$ cat src/rtl/seq_pkg.sv
// Shared types and constants for the run sequencer.
package seq_pkg;

   localparam int ADDR_W = 8;

   typedef enum logic [2:0] {
      IDLE   = 3'd0,
      LOAD   = 3'd1,
      RUN    = 3'd2,
      DUMP   = 3'd3,
      FINISH = 3'd4
   } seq_state_t;

endpackage

$ cat src/rtl/seq_cycle_ctr.sv
// RUN-cycle counter: synchronous clear, count enable, terminal flag at TIMEOUT-1.
module seq_cycle_ctr #(
   parameter int CW      = 16,
   parameter int TIMEOUT = 4096
) (
   input  logic          clk,
   input  logic          reset,
   input  logic          clr,
   input  logic          en,
   output logic [CW-1:0] count,
   output logic          term
);

   always_ff @(posedge clk or negedge reset) begin
      if (!reset) begin
         count <= '0;
      end else if (clr) begin
         count <= '0;
      end else if (en) begin
         count <= count + 1'b1;
      end
   end

   assign term = (count == CW'(TIMEOUT - 1));

endmodule

$ cat src/rtl/run_sequencer.sv
// Host-side sequencer: loads a message into dat_mem, runs the core until done
// or timeout, then streams the result block back out of dat_mem.
module run_sequencer
   import seq_pkg::*;
#(
   parameter int LOAD_BASE = 0,
   parameter int LOAD_LEN  = 30,
   parameter int DUMP_BASE = 30,
   parameter int DUMP_LEN  = 30,
   parameter int TIMEOUT   = 4096,
   parameter int CW        = 16
) (
   input  logic              clk,
   input  logic              reset,
   input  logic              start,
   input  logic              in_valid,
   input  logic [7:0]        in_data,
   output logic              in_ready,
   output logic              out_valid,
   output logic [7:0]        out_data,
   input  logic              out_ready,
   output logic              core_reset,
   output logic              core_req,
   input  logic              core_done,
   output logic              mem_sel,
   output logic              mem_wr_en,
   output logic [ADDR_W-1:0] mem_addr,
   output logic [7:0]        mem_wr_dat,
   input  logic [7:0]        mem_rd_dat,
   output logic              busy,
   output logic              finished,
   output logic              timeout,
   output logic [CW-1:0]     cycles
);

   if (LOAD_LEN < 1 || LOAD_LEN > 256) begin : g_bad_load_len
      $error("run_sequencer: LOAD_LEN must be in 1..256");
   end
   if (DUMP_LEN < 1 || DUMP_LEN > 256) begin : g_bad_dump_len
      $error("run_sequencer: DUMP_LEN must be in 1..256");
   end
   if (TIMEOUT < 2) begin : g_bad_timeout
      $error("run_sequencer: TIMEOUT must be at least 2");
   end
   if (CW < 1 || CW > 62 || (64'd1 << CW) <= 64'(TIMEOUT)) begin : g_bad_cw
      $error("run_sequencer: 2**CW must exceed TIMEOUT");
   end

   localparam logic [8:0]        LOAD_LAST   = 9'(LOAD_LEN - 1);
   localparam logic [8:0]        DUMP_LAST   = 9'(DUMP_LEN - 1);
   localparam logic [ADDR_W-1:0] LOAD_BASE_A = ADDR_W'(LOAD_BASE);
   localparam logic [ADDR_W-1:0] DUMP_BASE_A = ADDR_W'(DUMP_BASE);

   seq_state_t        state, state_nxt;
   logic [8:0]        idx;
   logic              launch;
   logic              done_ok;
   logic              term;
   logic [ADDR_W-1:0] load_addr, dump_addr;

   assign launch    = start && (state == IDLE || state == FINISH);
   // The counter is cleared at launch, so a zero count marks the first RUN cycle.
   assign done_ok   = core_done && (cycles != '0);
   assign load_addr = LOAD_BASE_A + idx[ADDR_W-1:0];
   assign dump_addr = DUMP_BASE_A + idx[ADDR_W-1:0];

   seq_cycle_ctr #(
      .CW      (CW),
      .TIMEOUT (TIMEOUT)
   ) u_cycle_ctr (
      .clk   (clk),
      .reset (reset),
      .clr   (launch),
      .en    ((state == RUN) && !term),
      .count (cycles),
      .term  (term)
   );

   // NOTE: registered state uses non-blocking assignments so every flop samples
   // pre-edge values regardless of process evaluation order.
   always_ff @(posedge clk or negedge reset) begin
      if (!reset) begin
         state <= IDLE;
      end else begin
         state <= state_nxt;
      end
   end

   always_comb begin
      // NOTE: the default assignment first means every path drives state_nxt,
      // so no latch can be inferred.
      state_nxt = state;
      case (state)
         IDLE, FINISH: if (start) state_nxt = LOAD;
         LOAD:         if (in_valid && idx == LOAD_LAST) state_nxt = RUN;
         RUN: begin
            if (done_ok) begin
               state_nxt = DUMP;
            end else if (term) begin
               state_nxt = FINISH;
            end
         end
         DUMP:         if (out_ready && idx == DUMP_LAST) state_nxt = FINISH;
         default:      state_nxt = IDLE;
      endcase
   end

   always_ff @(posedge clk or negedge reset) begin
      if (!reset) begin
         idx     <= '0;
         timeout <= 1'b0;
      end else begin
         case (state)
            IDLE, FINISH: begin
               if (start) begin
                  idx     <= '0;
                  timeout <= 1'b0;
               end
            end
            LOAD: begin
               if (in_valid) idx <= (idx == LOAD_LAST) ? 9'd0 : idx + 9'd1;
            end
            RUN: begin
               if (!done_ok && term) timeout <= 1'b1;
            end
            DUMP: begin
               if (out_ready) idx <= (idx == DUMP_LAST) ? 9'd0 : idx + 9'd1;
            end
            default: idx <= '0;
         endcase
      end
   end

   assign mem_wr_dat = in_data;
   assign out_data   = mem_rd_dat;

   always_comb begin
      in_ready   = 1'b0;
      out_valid  = 1'b0;
      core_reset = 1'b1;
      core_req   = 1'b0;
      mem_sel    = 1'b1;
      mem_wr_en  = 1'b0;
      mem_addr   = load_addr;
      busy       = 1'b0;
      finished   = 1'b0;
      case (state)
         LOAD: begin
            in_ready  = 1'b1;
            mem_wr_en = in_valid;
            busy      = 1'b1;
         end
         RUN: begin
            core_reset = 1'b0;
            core_req   = 1'b1;
            mem_sel    = 1'b0;
            busy       = 1'b1;
         end
         DUMP: begin
            out_valid = 1'b1;
            mem_addr  = dump_addr;
            busy      = 1'b1;
         end
         FINISH:  finished = 1'b1;
         default: ;
      endcase
   end

endmodule

$ cat config.mk
export PLATFORM = sky130hd
export DESIGN_NAME = run_sequencer
export DESIGN_NICKNAME = d
export VERILOG_FILES = /design/src/rtl/seq_pkg.sv /design/src/rtl/seq_cycle_ctr.sv /design/src/rtl/run_sequencer.sv
export SDC_FILE = /design/constraint.sdc
export NUM_CORES = 1
export LEC_CHECK = 0
export ABC_AREA = 0
export BUFFER_PORTS_ARGS = -buffer_cell sky130_fd_sc_hd__buf_2
export CORE_ASPECT_RATIO = 0.7
export CORE_MARGIN = 3
export CORE_UTILIZATION = 50
export CTS_BUF_LIST = sky130_fd_sc_hd__clkbuf_4
export DETAILED_ROUTE_END_ITERATION = 8
export PLACE_DENSITY_LB_ADDON = 0.3
export SLEW_MARGIN = 25
export SYNTH_ARGS = -nofsm -noshare
export SYNTH_HDL_FRONTEND = slang
export SYNTH_SLANG_ARGS = --single-unit
$ cat constraint.sdc
create_clock -name clk -period 5.5 [get_ports clk]
set_input_delay 0.275 -clock clk [delete_from_list [all_inputs] [get_ports clk]]
set_output_delay 0.275 -clock clk [all_outputs]
set_load 0.1 [all_outputs]
==> results.tsv, run 1 <==
metric	value	unit
grt_overflow	0	
drt_pass1_iterations	4	
ys_seq_area_frac	0.360	
syn_area_per_cell	8.91	sq um
critPathArrivalTime	2680	ps
htreeDepth	2	
post_cts_buffers	0	
rsz0062_at_grt	no	
final_nets	273	
regToRegStartpoint	u_cycle_ctr.count[13]	
met1_usage	0.339	
path_max_fanout	10	
power	0.695	mW
seqCellArea	726	sq um
maxSlewHeadroom	0.562	
yosys_register_bits	29	
critPathKind	register to register	
finalSetupTns	0	ps
critical_path.cell_chain	or4_4 -> nor4_4 -> nor2_4 -> a211oi_4 -> mux2_1	
path_delay_family	simple AND/OR/NAND/NOR gates	
cts_buffers	5	
grtUsageMet3	0.0608	
boundaryPins	71	
synth_ff_type	dfrtp_1	
synth_edf_count	0	
crit_start	u_cycle_ctr.count[13]	
routabilityCongestion	0.917	
fmax	406	MHz
grt_max_degree	30	
async_reset_ff_frac	1.00	
diodes	0	
vias	1621	
synth_area_leaders	dfrtp_1 36%, xnor2_1 7.8%, buf_4 6.7%	
antenna_left	0	
portBuffers	38	
met2_usage	0.241	
die_y	59.1	microns
fin_skew	11.2	ps
dpl.hpwl	3400	microns
setup_violations	0	
multi_input_area	0.00109	sq mm
crit_path_end_kind	register	
status	completed	
max-clock-path-buffers	2	
post_drt_via_cell_ratio	5.48	
busiest_layer	met1	
maxCapViolCount	0	
hold_path_class	input port to register	
drv_slew	0	
cpMaxStageDelayCell	nor4_4	
finalCriticalPeriod	2460	ps
cts.sinks	29	
wl_per_cell	15.7	microns
yosys.cell_types.count	46	
synth_area_leader_cell	dfrtp_1	
grtUsageTotal	0.207	
hp-start	start	
design.core.area	0.00369	sq mm
antenna_found_initial	0	
fillCellCount	348	
syn_to_final_growth	7.58	%
clk_latency	330	ps
ys_warn_count	0	
cts_tree	yes	
fp-row-count	18	
wirelength	4640	microns
crit_buf_inv	0	
required	5710	ps
start_kind	register	
drc_errors	0	
layout-drive-gt1-share	0.240	
worst_pin_slew	657	ps
grt_pass1_vias	1443	
fin_util	0.587	
ir_drop	0.267	mV
fp.dieArea	0.00484	sq mm
syn-cell-area	0.00201	sq mm
p_leak	1.03	nW
clk_pin_slew	90	ps
powerDensity	321	mW/mm^2
grt_first_pass_wirelength	7480	microns
critPathMaxStageDelay	600	ps
fin_crit_sh	0.448	
root_buffer	clkbuf_4	
synth_cells	226	
hold_violations	0	
cts_resized	0	
syn_nets	254	
cts_hold_buffers	1	
synth_top_cell_area_share	0.360	
die_x	81.9	microns
first_iter_violations	258	
start_util	0.545	
through the flow:
step | hold WS, ps | cells | cell area [sq um] | setup WS, ps
after floorplan | -20.6 | 226 | 2010 | 1920
after global placement | 333 | 287 | 2100 | 3120
after detailed placement | 335 | 287 | 2100 | 3060
after CTS | 307 | 296 | 2170 | 3050
after global routing | 362 | 296 | 2170 | 2910
final | 325 | 296 | 2170 | 3040
layout make-up:
cell class / instances / area share
timing repair buffer: 39 / 0.0924
inverter: 7 / 0.0121
tap: 50 / 0.0289
clock buffer: 8 / 0.0277
sequential: 29 / 0.335
multi-input combinational: 163 / 0.504
power breakdown:
group	total (mW)	internal (mW)	switching, mW
Combinational	0.303	0.0721	0.231
Clock	0.139	0.0657	0.0736
Sequential	0.252	0.226	0.0265
synth_stat cells, drive strengths merged, types with 5 or more instances:
cell    instances
inv             7
nand3           7
xor2            6
nand4           8
nand2          18
a21oi           6
nor2           28
buf            19
xnor2          18
nor4            8
nand2b          5
o21ai           7
ha              6
clkbuf          8
dfrtp          29
layout by cell type (no fill, tap or decap), drive strengths merged, types with 5 or more instances in the layout:
cell type / count
nor4: 8
nand2: 18
nor2: 28
ha: 6
o21ai: 7
xor2: 6
buf: 38
dfrtp: 29
inv: 7
clkbuf: 8
nand4: 8
nand2b: 5
xnor2: 18
a21oi: 6
nand3: 7
state kept, by name, summed over array words and instances (netlist names):
name and cells:
u_cycle_ctr.count 16, state 3, idx 9, timeout 1
worst paths after layout:
kind                                         end  slack (ps)  cells after the start
setup / recovery                        state[0]        3040                      5
hold / removal              u_cycle_ctr.count[4]         330                      4
setup reg to reg                        state[0]        3040                      5
hold reg to reg                          timeout         510                      2
max in group asynchronous  u_cycle_ctr.count[12]        4560                      2
min in group asynchronous   u_cycle_ctr.count[6]         510                      2
layer usage:
metal	vias to the layer above	share of wire
li1	805	-
met1	743	0.52
met2	59	0.38
met3	14	0.082
met4	0	0.0090
met5	-	0
worst min-delay path, delay by kind of cell:
family	cells	cell delay (ps)
multiplexers	1	60
AND/OR/NAND/NOR	2	160
buffers and inverters	1	110
cells by family (layout without fill, tap and decap cells):
group,count (synthesis),after routing,synth area share
buf+inv,34,54,0.0975
xor+xnor,24,24,0.104
flops,29,29,0.360
fa+ha+maj,6,6,0.0373
simple gates,104,104,0.289
mux,4,4,0.0205
compound gates,25,25,0.0913
No activity file was read; power rests on OpenSTA's default activity.
==> run 2: changes to the inputs <==
--- a/config.mk
+++ b/config.mk
@@ -5,11 +5,11 @@
 export SDC_FILE = /design/constraint.sdc
 export NUM_CORES = 1
 export LEC_CHECK = 0
-export ABC_AREA = 0
+export ABC_AREA = 1
 export BUFFER_PORTS_ARGS = -buffer_cell sky130_fd_sc_hd__buf_2
 export CORE_ASPECT_RATIO = 0.7
 export CORE_MARGIN = 3
-export CORE_UTILIZATION = 50
+export CORE_UTILIZATION = 47
 export CTS_BUF_LIST = sky130_fd_sc_hd__clkbuf_4
 export DETAILED_ROUTE_END_ITERATION = 8
 export PLACE_DENSITY_LB_ADDON = 0.3
==> constraint.sdc (replaced) <==
create_clock -name clk -period 2 [get_ports clk]
set_input_delay 0.1 -clock clk [delete_from_list [all_inputs] [get_ports clk]]
set_output_delay 0.1 -clock clk [all_outputs]
set_load 0.1 [all_outputs]
==> run 2 against run 1 <==
- total power rose to 5.4 times the previous value
- clock skew up 2.3 ps
- die area up 12%
- global-route usage up 0.55 points
- worst hold slack worse by 190 ps
- synthesized cell count up 37%
- register-to-register slack worse by 2900 ps
- non-clock buffer count up 7
- sequential cell count unchanged
- wire length up 15%
- sequential power rose to 3.2 times the previous value
- utilization up 6.5 points
- largest cell class unchanged
==> results.tsv, run 2 <==
metric	value	unit
cts_buffers	5	
switching_power	2.25	mW
largest-register	u_cycle_ctr.count	
cts.sinks	29	
die_y	62.5	microns
status	completed	
combPwrFrac	0.662	
synth_cells	309	
antenna_left	0	
largest_reg_flops	16	
syn_area_per_cell	6.93	sq um
fp.dieArea	0.00541	sq mm
synthTopCellsByCount	72 x nand2_1, 40 x nor2_1, 35 x inv_1, 29 x dfrtp_1, 23 x nand3_1	
finalCriticalPeriod	1940	ps
grt_overflow	0	
finalSetupTns	0	ps
htreeDepth	2	
max-clock-path-buffers	2	
drv_slew	0	
dpl.hpwl	4130	microns
maxCapViolCount	0	
wirelength	5310	microns
wl_per_cell	13.5	microns
synth_edf_count	0	
grtUsageTotal	0.213	
layout-drive-gt1-share	0.301	
critical_path.cell_chain	inv_2 -> nand2_4 -> nor2_4 -> inv_2 -> nor2_4 -> xor2_4 -> buf_12	
hold_violations	0	
synth_top_cell_area_share	0.339	
path_max_fanout	7	
critPathKind	register to primary output	
async_reset_ff_frac	1.00	
grt_max_degree	30	
syn_nets	337	
yosysMostFrequentCell	nand2_1	
ys_warn_count	0	
ys_seq_area_frac	0.339	
ir_drop	1.25	mV
min_to	timeout	
rr_worst_depth	8	
dpl-instance-area	0.00254	sq mm
die_x	86.7	microns
p_leak	1.29	nW
p_int	1.54	mW
first_iter_violations	193	
synth_area_leaders	dfrtp_1 34%, nand2_1 13%, nor2_1 7.0%	
crit_buf_inv	3	
syn-cell-area	0.00214	sq mm
fin_util	0.652	
regToRegStartpoint	idx[5]	
grt_pass1_vias	1853	
hp-start	core_done	
post_drt_via_cell_ratio	5.32	
drt_pass1_iterations	5	
final_cell_mix	70 x nand2_1, 37 x nor2_1, 31 x buf_2	
switching_share	0.594	
whs	135	ps
start_kind	register	
design.core.area	0.00414	sq mm
final_cell_area	0.00270	sq mm
cts_tree	yes	
reg2reg_slack	180	ps
root_buffer	clkbuf_4	
syn_to_final_growth	25.9	%
powerDensity	1400	mW/mm^2
boundaryPins	71	
critPathArrivalTime	1840	ps
fin_skew	13.5	ps
fmax	516	MHz
diodes	0	
drc_errors	0	
power.share.clock	0.128	
reg_top3	u_cycle_ctr.count x16, idx x9, state x3	
hold_path_class	input port to register	
antenna_found_initial	0	
clk_pin_slew	90	ps
routabilityCongestion	0.926	
synth_ff_type	dfrtp_1	
portBuffers	38	
fillCellCount	359	
path_delay_family	simple AND/OR/NAND/NOR gates	
fin_crit_sh	0.969	
fp-row-count	19	
crit_path_end_kind	primary output	
yosys_register_bits	29	
r2r-end	state[1]	
start_util	0.518	
cpMaxStageDelayCell	dfrtp_2	
grt_first_pass_wirelength	9140	microns
required	1900	ps
power	3.78	mW
critPathMaxStageDelay	460	ps
synth_area_leader_cell	dfrtp_1	
maxSlewHeadroom	0.577	
final_nets	369	
rsz0062_at_grt	yes	
worst_pin_slew	635	ps
clk_latency	330	ps
min_path_cells	4	
seqPwrFrac	0.210	
yosys.cell_types.count	30	
final_common_cell	nand2_1	
setup_violations	0	
vias	2097	
[run 2: changes by cell type in the layout (fill, tap and decap cells not counted), moves of 7 or more]
cell | previous run | this run
inv_2 | 0 | 8
nor2_1 | 27 | 37
dfrtp_2 | 0 | 7
inv_1 | 7 | 30
buf_4 | 0 | 7
buf_2 | 38 | 31
o21ai_1 | 0 | 10
dfrtp_1 | 29 | 22
nand2_1 | 18 | 70
nor4_1 | 7 | 0
xnor2_1 | 18 | 1
nand3_1 | 7 | 19
[run 2: metal layers]
layer	global-route usage	wire length [microns]	up-vias
met3	0.0619	526	11
met1	0.346	2690	948
met2	0.263	2020	92
met4	0.0584	74	0
met5	0	0	-
li1	-	-	1046
[run 2: timing repair]
action | 4_1_cts | 5_1_grt
resized for setup | 3 | 9
endpoints found under the setup margin | 4 | 6
setup buffers | 3 | 2
gates cloned | 0 | 0
endpoints found under the hold margin | 29 | 0
pin swaps | 2 | 3
hold buffers | 1 | 0
[run 2: power by group through the flow]
stage	clock, mW	combinational (mW)	sequential, mW
finish	0.483	2.51	0.795
global route	0.534	2.67	0.806
global placement	0	2.39	0.789
CTS	0.497	2.45	0.784
detailed placement	0	2.41	0.790
floorplan	0	2.05	0.949
[run 2: metrics by stage]
step,worst slack [ps],cells
after floorplan,-329,309
after global placement,287,380
after detailed placement,262,380
after CTS,28.1,392
after global routing,-17.9,394
final,61.7,394
[run 2: worst reg2reg max path, cell delays in order, from the launching register on]
cell     delay (ps)
dfrtp_1         440
inv_1           210
nand2_1         100
nor3_1          260
nand2_1         190
o21ai_2         250
nand3_1         130
nand2_1          80
nand2_1          50
[run 2: cells by family (layout without fill, tap and decap cells)]
logic type | count (synthesis) | after routing | synth area share
AOI/OAI and AO/OA | 36 | 36 | 0.0941
xor gates and xnor gates | 10 | 10 | 0.0409
adders and majority gates | 6 | 6 | 0.0351
buffers and inverters | 62 | 95 | 0.148
DFF | 29 | 29 | 0.339
and+or+nand+nor | 166 | 166 | 0.343
[run 2: worst max path at each step]
stage | startpoint | to | slack, ps | cells after the start
after floorplan | state[2] | mem_addr[6] | -330 | 5
final | state[2] | mem_addr[4] | 60 | 7
after global routing | state[2] | mem_addr[4] | -20 | 7
after CTS | state[2] | mem_addr[1] | 30 | 6
after detailed placement | u_cycle_ctr.count[0] | u_cycle_ctr.count[13] | 260 | 11
after global placement | state[2] | mem_addr[7] | 290 | 7
[run 2: area by class of cell]
cell class	instances	area, sq um	share of cell area
clock inverter	2	33.8	0.0125
timing repair buffer	46	333	0.123
clock buffer	6	45.0	0.0167
tap	52	65.1	0.0241
multi-input combinational	218	1310	0.487
inverter	41	170	0.0631
sequential	29	734	0.273
==> run 3: changes to the inputs <==
--- a/config.mk
+++ b/config.mk
@@ -7,7 +7,6 @@
 export LEC_CHECK = 0
 export ABC_AREA = 1
 export BUFFER_PORTS_ARGS = -buffer_cell sky130_fd_sc_hd__buf_2
-export CORE_ASPECT_RATIO = 0.7
 export CORE_MARGIN = 3
 export CORE_UTILIZATION = 47
 export CTS_BUF_LIST = sky130_fd_sc_hd__clkbuf_4
==> run 3 against run 2 <==
- critical path depth is the same
- final area fell by 1.3%
- register-to-register slack better by 30 ps
- sequential power fell by 2%
- die area fell by 0.24%
- clock power shrank 31%
- worst hold slack worse by 41 ps
- sequential share of layout area up 0.31 points
- setup slack better by 17 ps
- global-route usage decreased by 1.1 points
- wire length shrank 6.5%
- critical endpoint unchanged
- largest power group unchanged
- highest routed layer unchanged
==> results.tsv, run 3 (synthesis results as in run 2) <==
metric	value	unit
wirelength	4970	microns
drv_slew	0	
wl_per_cell	12.7	microns
largest_reg_flops	16	
layout.cells.non_filler	391	
clk_latency	330	ps
hold_path_class	input port to register	
fp-row-count	23	
maxCapViolCount	0	
routabilityCongestion	0.874	
antenna_left	0	
largest-register	u_cycle_ctr.count	
critPathKind	register to primary output	
start_util	0.510	
drt_pass1_iterations	4	
die_x	73.5	microns
grt_max_degree	30	
critPathArrivalTime	1820	ps
crit_path_end_kind	primary output	
boundaryPins	71	
p_leak	1.28	nW
dpl.hpwl	3850	microns
grtUsageTotal	0.202	
status	completed	
power	3.61	mW
setup_violations	0	
final_common_cell	nand2_1	
first_iter_violations	131	
reg_top3	u_cycle_ctr.count x16, idx x9, state x3	
path_max_fanout	6	
grt_overflow	0	
fin_crit_sh	0.961	
clk_pin_slew	100	ps
whs	93.7	ps
grt_pass1_vias	1931	
required	1900	ps
diodes	0	
powerDensity	1360	mW/mm^2
cts.sinks	29	
ir_drop	0.756	mV
grt_first_pass_wirelength	8610	microns
final_nets	368	
final_cell_mix	70 x nand2_1, 37 x nor2_1, 31 x buf_2	
portBuffers	38	
worst_pin_slew	670	ps
layout-drive-gt1-share	0.293	
hold_violations	0	
syn_to_final_growth	24.3	%
fin_ws	78.8	ps
root_buffer	clkbuf_4	
htreeDepth	2	
drc_errors	0	
cts_tree	yes	
fin_skew	10.3	ps
place_inst	377	
pre_cts_ws	240	ps
rsz0062_at_grt	yes	
finalCriticalPeriod	1920	ps
antenna_found_initial	0	
start_kind	register	
design.core.area	0.00420	sq mm
vias	2009	
die_y	73.5	microns
fmax	520	MHz
fp.dieArea	0.00540	sq mm
maxSlewHeadroom	0.554	
cts_buffers	5	
max-clock-path-buffers	2	
post_drt_via_cell_ratio	5.14	
## run 3: changes by cell type in the layout (fill, tap and decap cells not counted), sizes merged
| cell | previous run | this run |
|---|---|---|
| clkbuf | 8 | 6 |
| clkinv | 2 | 4 |
| bufinv | 2 | 1 |
## run 3: power by group
part           switching [mW]  internal (mW)  total (mW)  leakage [nW]
Sequential              0.110          0.669       0.779         0.389
Clock                   0.206          0.127       0.333        0.0300
Combinational            1.90          0.604        2.50         0.862
## run 3: final cells by class
type	instances	area, sq um
multi-input cells	218	1310
repair buffers	45	338
inverters	41	170
flip-flops and latches	29	733
fillers	391	1540
clock buffers	5	37.5
clock inverters	3	12.5
well taps	50	62.6
## run 3: worst paths after layout
kind                                      startpoint               endpoint  slack, ps  cells past startpoint
worst min-delay path                       core_done                timeout         90                      4
max in group asynchronous                      reset                 idx[1]       1180                      2
worst max-delay path                        state[2]            mem_addr[4]         80                      7
worst min register to register               timeout                timeout        520                      2
worst max register to register  u_cycle_ctr.count[1]  u_cycle_ctr.count[13]        210                     11
min in group asynchronous                      reset                 idx[7]        330                      2
## run 3: repair_timing
item	in CTS	in global routing
endpoints found under the hold margin	29	0
hold buffers	1	0
gates resized for setup	2	8
setup endpoints to repair	4	4
pin swaps	2	5
buffers inserted	2	3
## run 3: stage by stage
stage	area, sq um	util	setup TNS [ps]
after CTS	2620	0.624	0
after floorplan	2370	-	-5340
after detailed placement	2530	0.602	0
after global routing	2660	0.633	-11.0
after global placement	2530	0.602	0
final	2660	0.633	0
## run 3: critical path: stages (launching register included)
cell and delay, ps:
dfrtp_2 440, inv_2 80, nand2_4 70, nor2_4 250
inv_2 140, nor2_4 150, xor2_4 170, buf_12 190
## run 3: per-layer routing
layer,part of all wire,global-route usage,routed length [microns],vias up
met5,0,0,0,-
met4,0.011,0.0604,57,0
met3,0.059,0.0369,294,8
met2,0.47,0.325,2320,59
met1,0.46,0.275,2300,908
li1,-,-,-,1034
